--- src/rtl/pulse_voice_pkg.sv ---
// Shared widths, duty patterns, FSM encoding and the note-to-period table for the pulse voice.
// Periods are round(894886 / (8 * f_note)) - 1 in 12-TET with note 46 = A4 = 440 Hz.
package pulse_voice_pkg;

    localparam int NOTE_W   = 6;
    localparam int PERIOD_W = 11;
    localparam int VOL_W    = 4;

    localparam logic [7:0] DUTY_12 = 8'b0000_0001;
    localparam logic [7:0] DUTY_25 = 8'b0000_0011;
    localparam logic [7:0] DUTY_50 = 8'b0000_1111;
    localparam logic [7:0] DUTY_75 = 8'b1111_1100;

    typedef enum logic [1:0] {
        ST_IDLE = 2'd0,
        ST_LOAD = 2'd1,
        ST_RUN  = 2'd2
    } state_t;

    function automatic logic [7:0] duty_pattern(input logic [1:0] sel);
        logic [7:0] pat;
        case (sel)
            2'b00:   pat = DUTY_12;
            2'b01:   pat = DUTY_25;
            2'b10:   pat = DUTY_50;
            default: pat = DUTY_75;
        endcase
        return pat;
    endfunction

    // Notes 1..9 would need more than 11 bits and are clamped to the longest period.
    function automatic logic [PERIOD_W-1:0] period_lut(input logic [NOTE_W-1:0] n);
        logic [PERIOD_W-1:0] p;
        case (n)
            6'd0:  p = 11'd0;
            6'd1, 6'd2, 6'd3, 6'd4, 6'd5, 6'd6, 6'd7, 6'd8, 6'd9: p = 11'd2047;
            6'd10: p = 11'd2033;  6'd11: p = 11'd1919;  6'd12: p = 11'd1811;
            6'd13: p = 11'd1709;  6'd14: p = 11'd1613;  6'd15: p = 11'd1523;
            6'd16: p = 11'd1437;  6'd17: p = 11'd1356;  6'd18: p = 11'd1280;
            6'd19: p = 11'd1208;  6'd20: p = 11'd1140;  6'd21: p = 11'd1076;
            6'd22: p = 11'd1016;  6'd23: p = 11'd959;   6'd24: p = 11'd905;
            6'd25: p = 11'd854;   6'd26: p = 11'd806;   6'd27: p = 11'd761;
            6'd28: p = 11'd718;   6'd29: p = 11'd678;   6'd30: p = 11'd640;
            6'd31: p = 11'd604;   6'd32: p = 11'd570;   6'd33: p = 11'd538;
            6'd34: p = 11'd507;   6'd35: p = 11'd479;   6'd36: p = 11'd452;
            6'd37: p = 11'd427;   6'd38: p = 11'd403;   6'd39: p = 11'd380;
            6'd40: p = 11'd359;   6'd41: p = 11'd338;   6'd42: p = 11'd319;
            6'd43: p = 11'd301;   6'd44: p = 11'd284;   6'd45: p = 11'd268;
            6'd46: p = 11'd253;   6'd47: p = 11'd239;   6'd48: p = 11'd225;
            6'd49: p = 11'd213;   6'd50: p = 11'd201;   6'd51: p = 11'd189;
            6'd52: p = 11'd179;   6'd53: p = 11'd169;   6'd54: p = 11'd159;
            6'd55: p = 11'd150;   6'd56: p = 11'd142;   6'd57: p = 11'd134;
            6'd58: p = 11'd126;   6'd59: p = 11'd119;   6'd60: p = 11'd112;
            6'd61: p = 11'd106;   6'd62: p = 11'd100;   6'd63: p = 11'd94;
            default: p = 11'd0;
        endcase
        return p;
    endfunction

endpackage

--- src/rtl/pulse_voice_rom.sv ---
// Registered 64x11 note-to-period lookup; the address is captured only when a new note arrives.
module note_period_rom
    import pulse_voice_pkg::*;
(
    input  logic                i_clk,
    input  logic                i_en,
    input  logic [NOTE_W-1:0]   i_addr,
    output logic [PERIOD_W-1:0] o_data
);

    always_ff @(posedge i_clk) begin
        if (i_en)
            o_data <= period_lut(i_addr);
    end

endmodule

--- src/rtl/pulse_voice.sv ---
// Pulse-wave voice: note code -> period lookup, period down-counter, 8-step duty sequencer
// and linear decay envelope, producing a registered 4-bit amplitude sample.
module pulse_voice
    import pulse_voice_pkg::*;
#(
    parameter int P_ENV_START  = 15,
    parameter int P_DECAY      = 1,
    parameter int P_MIN_PERIOD = 8
) (
    input  logic              i_clk,
    input  logic              i_rst,
    input  logic [NOTE_W-1:0] i_note,
    input  logic              i_note_valid,
    input  logic              i_tick,
    input  logic              i_env_stb,
    input  logic [1:0]        i_duty,
    output logic [VOL_W-1:0]  o_sample,
    output logic              o_active
);

    state_t              state;
    state_t              state_d;
    logic [NOTE_W-1:0]   note_q;
    logic [1:0]          duty_q;
    logic [PERIOD_W-1:0] rom_data;
    logic [PERIOD_W-1:0] period;
    logic [PERIOD_W-1:0] timer;
    logic [2:0]          step;
    logic [VOL_W-1:0]    volume;
    logic [VOL_W-1:0]    volume_nxt;
    logic                silent;
    logic [VOL_W-1:0]    sample_d;
    logic                active_d;
    logic [7:0]          pattern;

    note_period_rom u_rom (
        .i_clk  (i_clk),
        .i_en   (i_note_valid),
        .i_addr (i_note),
        .o_data (rom_data)
    );

    // Rests and ultrasonic periods never enter RUN.
    assign silent  = (note_q == '0) || (rom_data < PERIOD_W'(P_MIN_PERIOD));
    assign pattern = duty_pattern(duty_q);

    always_comb begin
        volume_nxt = volume;
        if (i_env_stb && (P_DECAY != 0) && (volume != '0))
            volume_nxt = volume - VOL_W'(1);
    end

    always_ff @(posedge i_clk) begin
        if (i_rst)
            state <= ST_IDLE;
        else
            state <= state_d;
    end

    always_comb begin
        state_d = state;
        if (i_note_valid) begin
            state_d = ST_LOAD;
        end else begin
            case (state)
                ST_LOAD: state_d = silent ? ST_IDLE : ST_RUN;
                ST_RUN:  if (volume_nxt == '0) state_d = ST_IDLE;
                default: state_d = state;
            endcase
        end
    end

    always_comb begin
        sample_d = '0;
        active_d = 1'b0;
        if (state == ST_RUN) begin
            sample_d = pattern[step] ? volume : '0;
            active_d = (volume != '0);
        end
    end

    always_ff @(posedge i_clk) begin
        if (i_rst) begin
            note_q <= '0;
            duty_q <= '0;
            period <= '0;
            timer  <= '0;
            step   <= '0;
            volume <= '0;
        end else if (i_note_valid) begin
            note_q <= i_note;
            duty_q <= i_duty;
        end else begin
            case (state)
                ST_LOAD: begin
                    period <= rom_data;
                    timer  <= rom_data;
                    step   <= '0;
                    volume <= silent ? '0 : VOL_W'(P_ENV_START);
                end
                ST_RUN: begin
                    if (i_tick) begin
                        if (timer == '0) begin
                            timer <= period;
                            step  <= step + 3'd1;
                        end else begin
                            timer <= timer - PERIOD_W'(1);
                        end
                    end
                    volume <= volume_nxt;
                end
                default: ;
            endcase
        end
    end

    always_ff @(posedge i_clk) begin
        if (i_rst) begin
            o_sample <= '0;
            o_active <= 1'b0;
        end else begin
            o_sample <= sample_d;
            o_active <= active_d;
        end
    end

endmodule
--- config.mk ---
export PLATFORM = sky130hd
export DESIGN_NAME = pulse_voice
export DESIGN_NICKNAME = d
export VERILOG_FILES = /design/src/rtl/pulse_voice_pkg.sv /design/src/rtl/pulse_voice_rom.sv /design/src/rtl/pulse_voice.sv
export SDC_FILE = /design/constraint.sdc
export NUM_CORES = 1
export LEC_CHECK = 0
export CAP_MARGIN = 20
export CELL_PAD_IN_SITES_DETAIL_PLACEMENT = 0
export CELL_PAD_IN_SITES_GLOBAL_PLACEMENT = 1
export CORE_ASPECT_RATIO = 1.75
export CORE_MARGIN = 1.5
export CORE_UTILIZATION = 46
export DETAILED_ROUTE_END_ITERATION = 12
export HOLD_SLACK_MARGIN = 0.12
export PLACE_DENSITY = 0.82
export SLEW_MARGIN = 20
export SYNTH_ARGS = -nofsm -noshare
export SYNTH_HDL_FRONTEND = slang
export SYNTH_SLANG_ARGS = --single-unit
export TNS_END_PERCENT = 20
--- constraint.sdc ---
create_clock -name i_clk -period 3.02 [get_ports i_clk]
set_clock_uncertainty 0.05 [all_clocks]
set_input_delay 0.604 -clock i_clk [delete_from_list [all_inputs] [get_ports i_clk]]
set_output_delay 0.604 -clock i_clk [all_outputs]
set_load 0.01 [all_outputs]
==> out/summary.txt <==
number of antenna violations at the first check in global routing: 0
Commonest cells post-synth: sky130_fd_sc_hd__dfxtp_1 (44), sky130_fd_sc_hd__nand2_1 (43), sky130_fd_sc_hd__nor2_1 (32)
Max stage delay on crit path: 0.60 ns
vias in the first global route: 3612
biggest fanout along the worst timing path: 15
hold crit path type: register to register
final routed wirelength across all metal layers: 10.42 mm
total power after layout: 1.993 mW
setup repair after global routing missed its margin: false
number of I/O pins: 18
maximum achievable frequency: 390.5 MHz
Pleak: 1.590 nW
total buffers and inverters traversed by the critical path: 2
Top FF cell, synth: sky130_fd_sc_hd__dfxtp_1
number of nets at the end of the flow: 497
fraction of the yosys area taken by sequential cells: 0.3255
Final Wtd Congestion: 0.9644
signed area change from the synthesized netlist to the final layout: 12.37%
routed length per instance: 18.71 um
arrival time reported for the critical path endpoint: 2.55 ns
post-route core utilization: 0.5287
DP Wirelength: 7.794 mm
maximum level of the CTS H-tree: 2
vertical extent of the die: 122.0 um
count of unresolved DRC violations after routing: 0
starting utilization of the core area: 0.4705
tightest slew margin relative to the limit: 0.4831
antenna diode count: 0
element type at the critical path start: input port
number of flip-flops and latches in the synthesized netlist: 55
peak ir drop on the vdd network: 0.2258 mV
CP max stage cell: sky130_fd_sc_hd__ha_1
detailed router's first-iteration violation count: 240
number of clock sinks: 55
clock tree from TritonCTS: done
# setup viols final: 0
quantity of hold-fixing buffers added after cts: 0
Clock Root Buffer: sky130_fd_sc_hd__clkbuf_16
maximum number of pins on one net before global-route repair: 41
overall die area: 0.008659 mm^2
register area: 0.001211 mm^2
portion of the clock cycle consumed by the worst path in the final layout: 0.8480
most area-consuming cells after synthesis: sky130_fd_sc_hd__dfxtp_1 (24%), sky130_fd_sc_hd__edfxtp_1 (8.9%), sky130_fd_sc_hd__ha_1 (6.1%)
clock latency of the later-clocked register in the worst-skew pair: 0.30 ns
number of fill cells: 783
outcome: completed
Yosys cell types: 64
share of the synthesized area in the top cell type: 0.2367
ordered cell list for the critical path: clkdlybuf4s50_1 > inv_1 > ha_1 > nand2b_1 > a21o_1 > a311oi_1 > a21oi_1
number of hold violations in the final report: 0
setup total negative slack: 0 ns
GR Overflow Total: 0
required time of the critical path: 3.01 ns
chip width: 70.99 um
layout cell share with drive strength beyond 1: 0.09850
Mapped Area: 0.003721 mm^2
per-instance average area after synthesis: 8.142 um^2
crit end category: register
Cell Pwr Density: 476.7 mW/mm^2
Longest Clk Path Bufs: 2
number of clock buffers inserted by TritonCTS: 5
Global Route Usage Sum: 0.2517
antenna-violating nets left: 0
Reg clk slew, reported paths: 0.06 ns
Crit path max-delay family: adder cells
kind of critical path: input port to register
Min Hold Slack: 0.4093 ns
max-cap viol count: 0
first-pass GRT wire length: 17.23 mm
routed via count divided by cell count: 6.397
Resized cells post-CTS: 0
number of placement rows: 43
setup bufs post-CTS: 0
EDFF count, synth: 11
proportion of synthesized flip-flops having asynchronous set or reset: 0
1st-pass router iterations: 5
Yosys warning total: 0
transition at the pin with the smallest max-transition slack: 0.7656 ns
Port Buffer Count: 17
Synth Instances: 457
core area: 0.007909 mm^2
Multi-input gate area: 0.002271 mm^2
time the worst path needs with I/O delays and setup: 2.561 ns
pins over their slew limit: 0
Mapped Nets: 488
total via count after detailed routing: 3563
dominant cell by count in the synthesized netlist: sky130_fd_sc_hd__dfxtp_1
most area-hungry cell type in the Yosys netlist: sky130_fd_sc_hd__dfxtp_1
==> sequential cells by signal, summed over array words and instances (netlist names) <==
register / count
volume: 4
note_q: 6
period: 11
o_active: 1
duty_q: 2
u_rom.o_data: 11
state: 2
o_sample: 4
timer: 11
step: 3
==> worst reg2reg max path: cells and delay by family (launching register included) <==
kind	cells	cell delay (ns)
flip-flops	1	0.33
buffers and inverters	2	0.18
adder cells (fa/ha/maj)	1	0.57
AND/OR/NAND/NOR	1	0.14
AO/OA/AOI/OAI	2	0.88
==> final timing paths <==
check | startpoint | end | slack, ns | cells past startpoint
setup reg to reg | state[0]$_SDFFE_PP0P_ | timer[1]$_SDFFE_PP0P_ | 0.79 | 6
hold reg to reg | period[4]$_SDFFE_PP0P_ | period[4]$_SDFFE_PP0P_ | 0.41 | 2
setup / recovery | i_note[0] | u_rom.o_data[4]$_DFFE_PP_ | 0.46 | 7
hold / removal | period[4]$_SDFFE_PP0P_ | period[4]$_SDFFE_PP0P_ | 0.41 | 2
==> metrics by stage <==
| step | worst slack [ns] | std cells | instance area (um^2) |
|---|---|---|---|
| 2_1_floorplan | 0.4938 | 457 | 3721 |
| 3_3_place_gp | 0.2619 | 549 | 4040 |
| 3_5_place_dp | 0.1933 | 549 | 4040 |
| 4_1_cts | 0.4927 | 557 | 4182 |
| 5_1_grt | 0.3522 | 557 | 4182 |
| 6_report | 0.4590 | 557 | 4182 |
==> final cells by class <==
cell class,count,area share
Timing Repair Buffer,40,0.08498
Sequential cell,55,0.2896
Tap cell,90,0.02693
Clock buffer,6,0.03082
Clock inverter,2,0.002992
Inverter,24,0.02154
Multi-Input combinational cell,340,0.5431
==> logic make-up after synthesis <==
| logic type | Yosys count | synth area share |
|---|---|---|
| xor gates and xnor gates | 2 | 0.004708 |
| DFF | 55 | 0.3255 |
| adders and majority gates | 18 | 0.06053 |
| and+or+nand+nor | 159 | 0.2216 |
| muxes | 22 | 0.06422 |
| AOI/OAI and AO/OA | 139 | 0.2593 |
| buffers and inverters | 62 | 0.06422 |
==> layout by cell type, fill, tap and decap left out, drive strengths merged, types with 10 or more instances in the layout <==
cell / Yosys / final
ha: 18 / 18
nand2: 43 / 43
nor3: 16 / 16
buf: 7 / 23
edfxtp: 11 / 11
nor2b: 11 / 11
clkdlybuf4s50: 0 / 17
o21ai: 22 / 22
inv: 24 / 24
dfxtp: 44 / 44
a211oi: 11 / 11
nor2: 32 / 32
mux2i: 16 / 16
a21oi: 31 / 31
nand3: 10 / 10
==> where the power goes <==
group          switching (mW)  leakage (nW)  total, mW  internal (mW)
clock                   0.267        0.0669      0.574          0.307
combinational           0.323          1.06      0.554          0.231
sequential             0.0578         0.467      0.865          0.808
total                   0.648          1.59       1.99           1.35
==> routing by layer <==
layer / share of wire / track usage / vias to the layer above / routed length (um)
met4: 0.065 / 0.1899 / 0 / 678
met3: 0.034 / 0.03391 / 37 / 357
met1: 0.36 / 0.2546 / 1694 / 3802
met2: 0.54 / 0.4568 / 114 / 5583
met5: 0 / 0 / - / 0
li1: - / - / 1718 / -
Power figures use the tool's default switching activity.
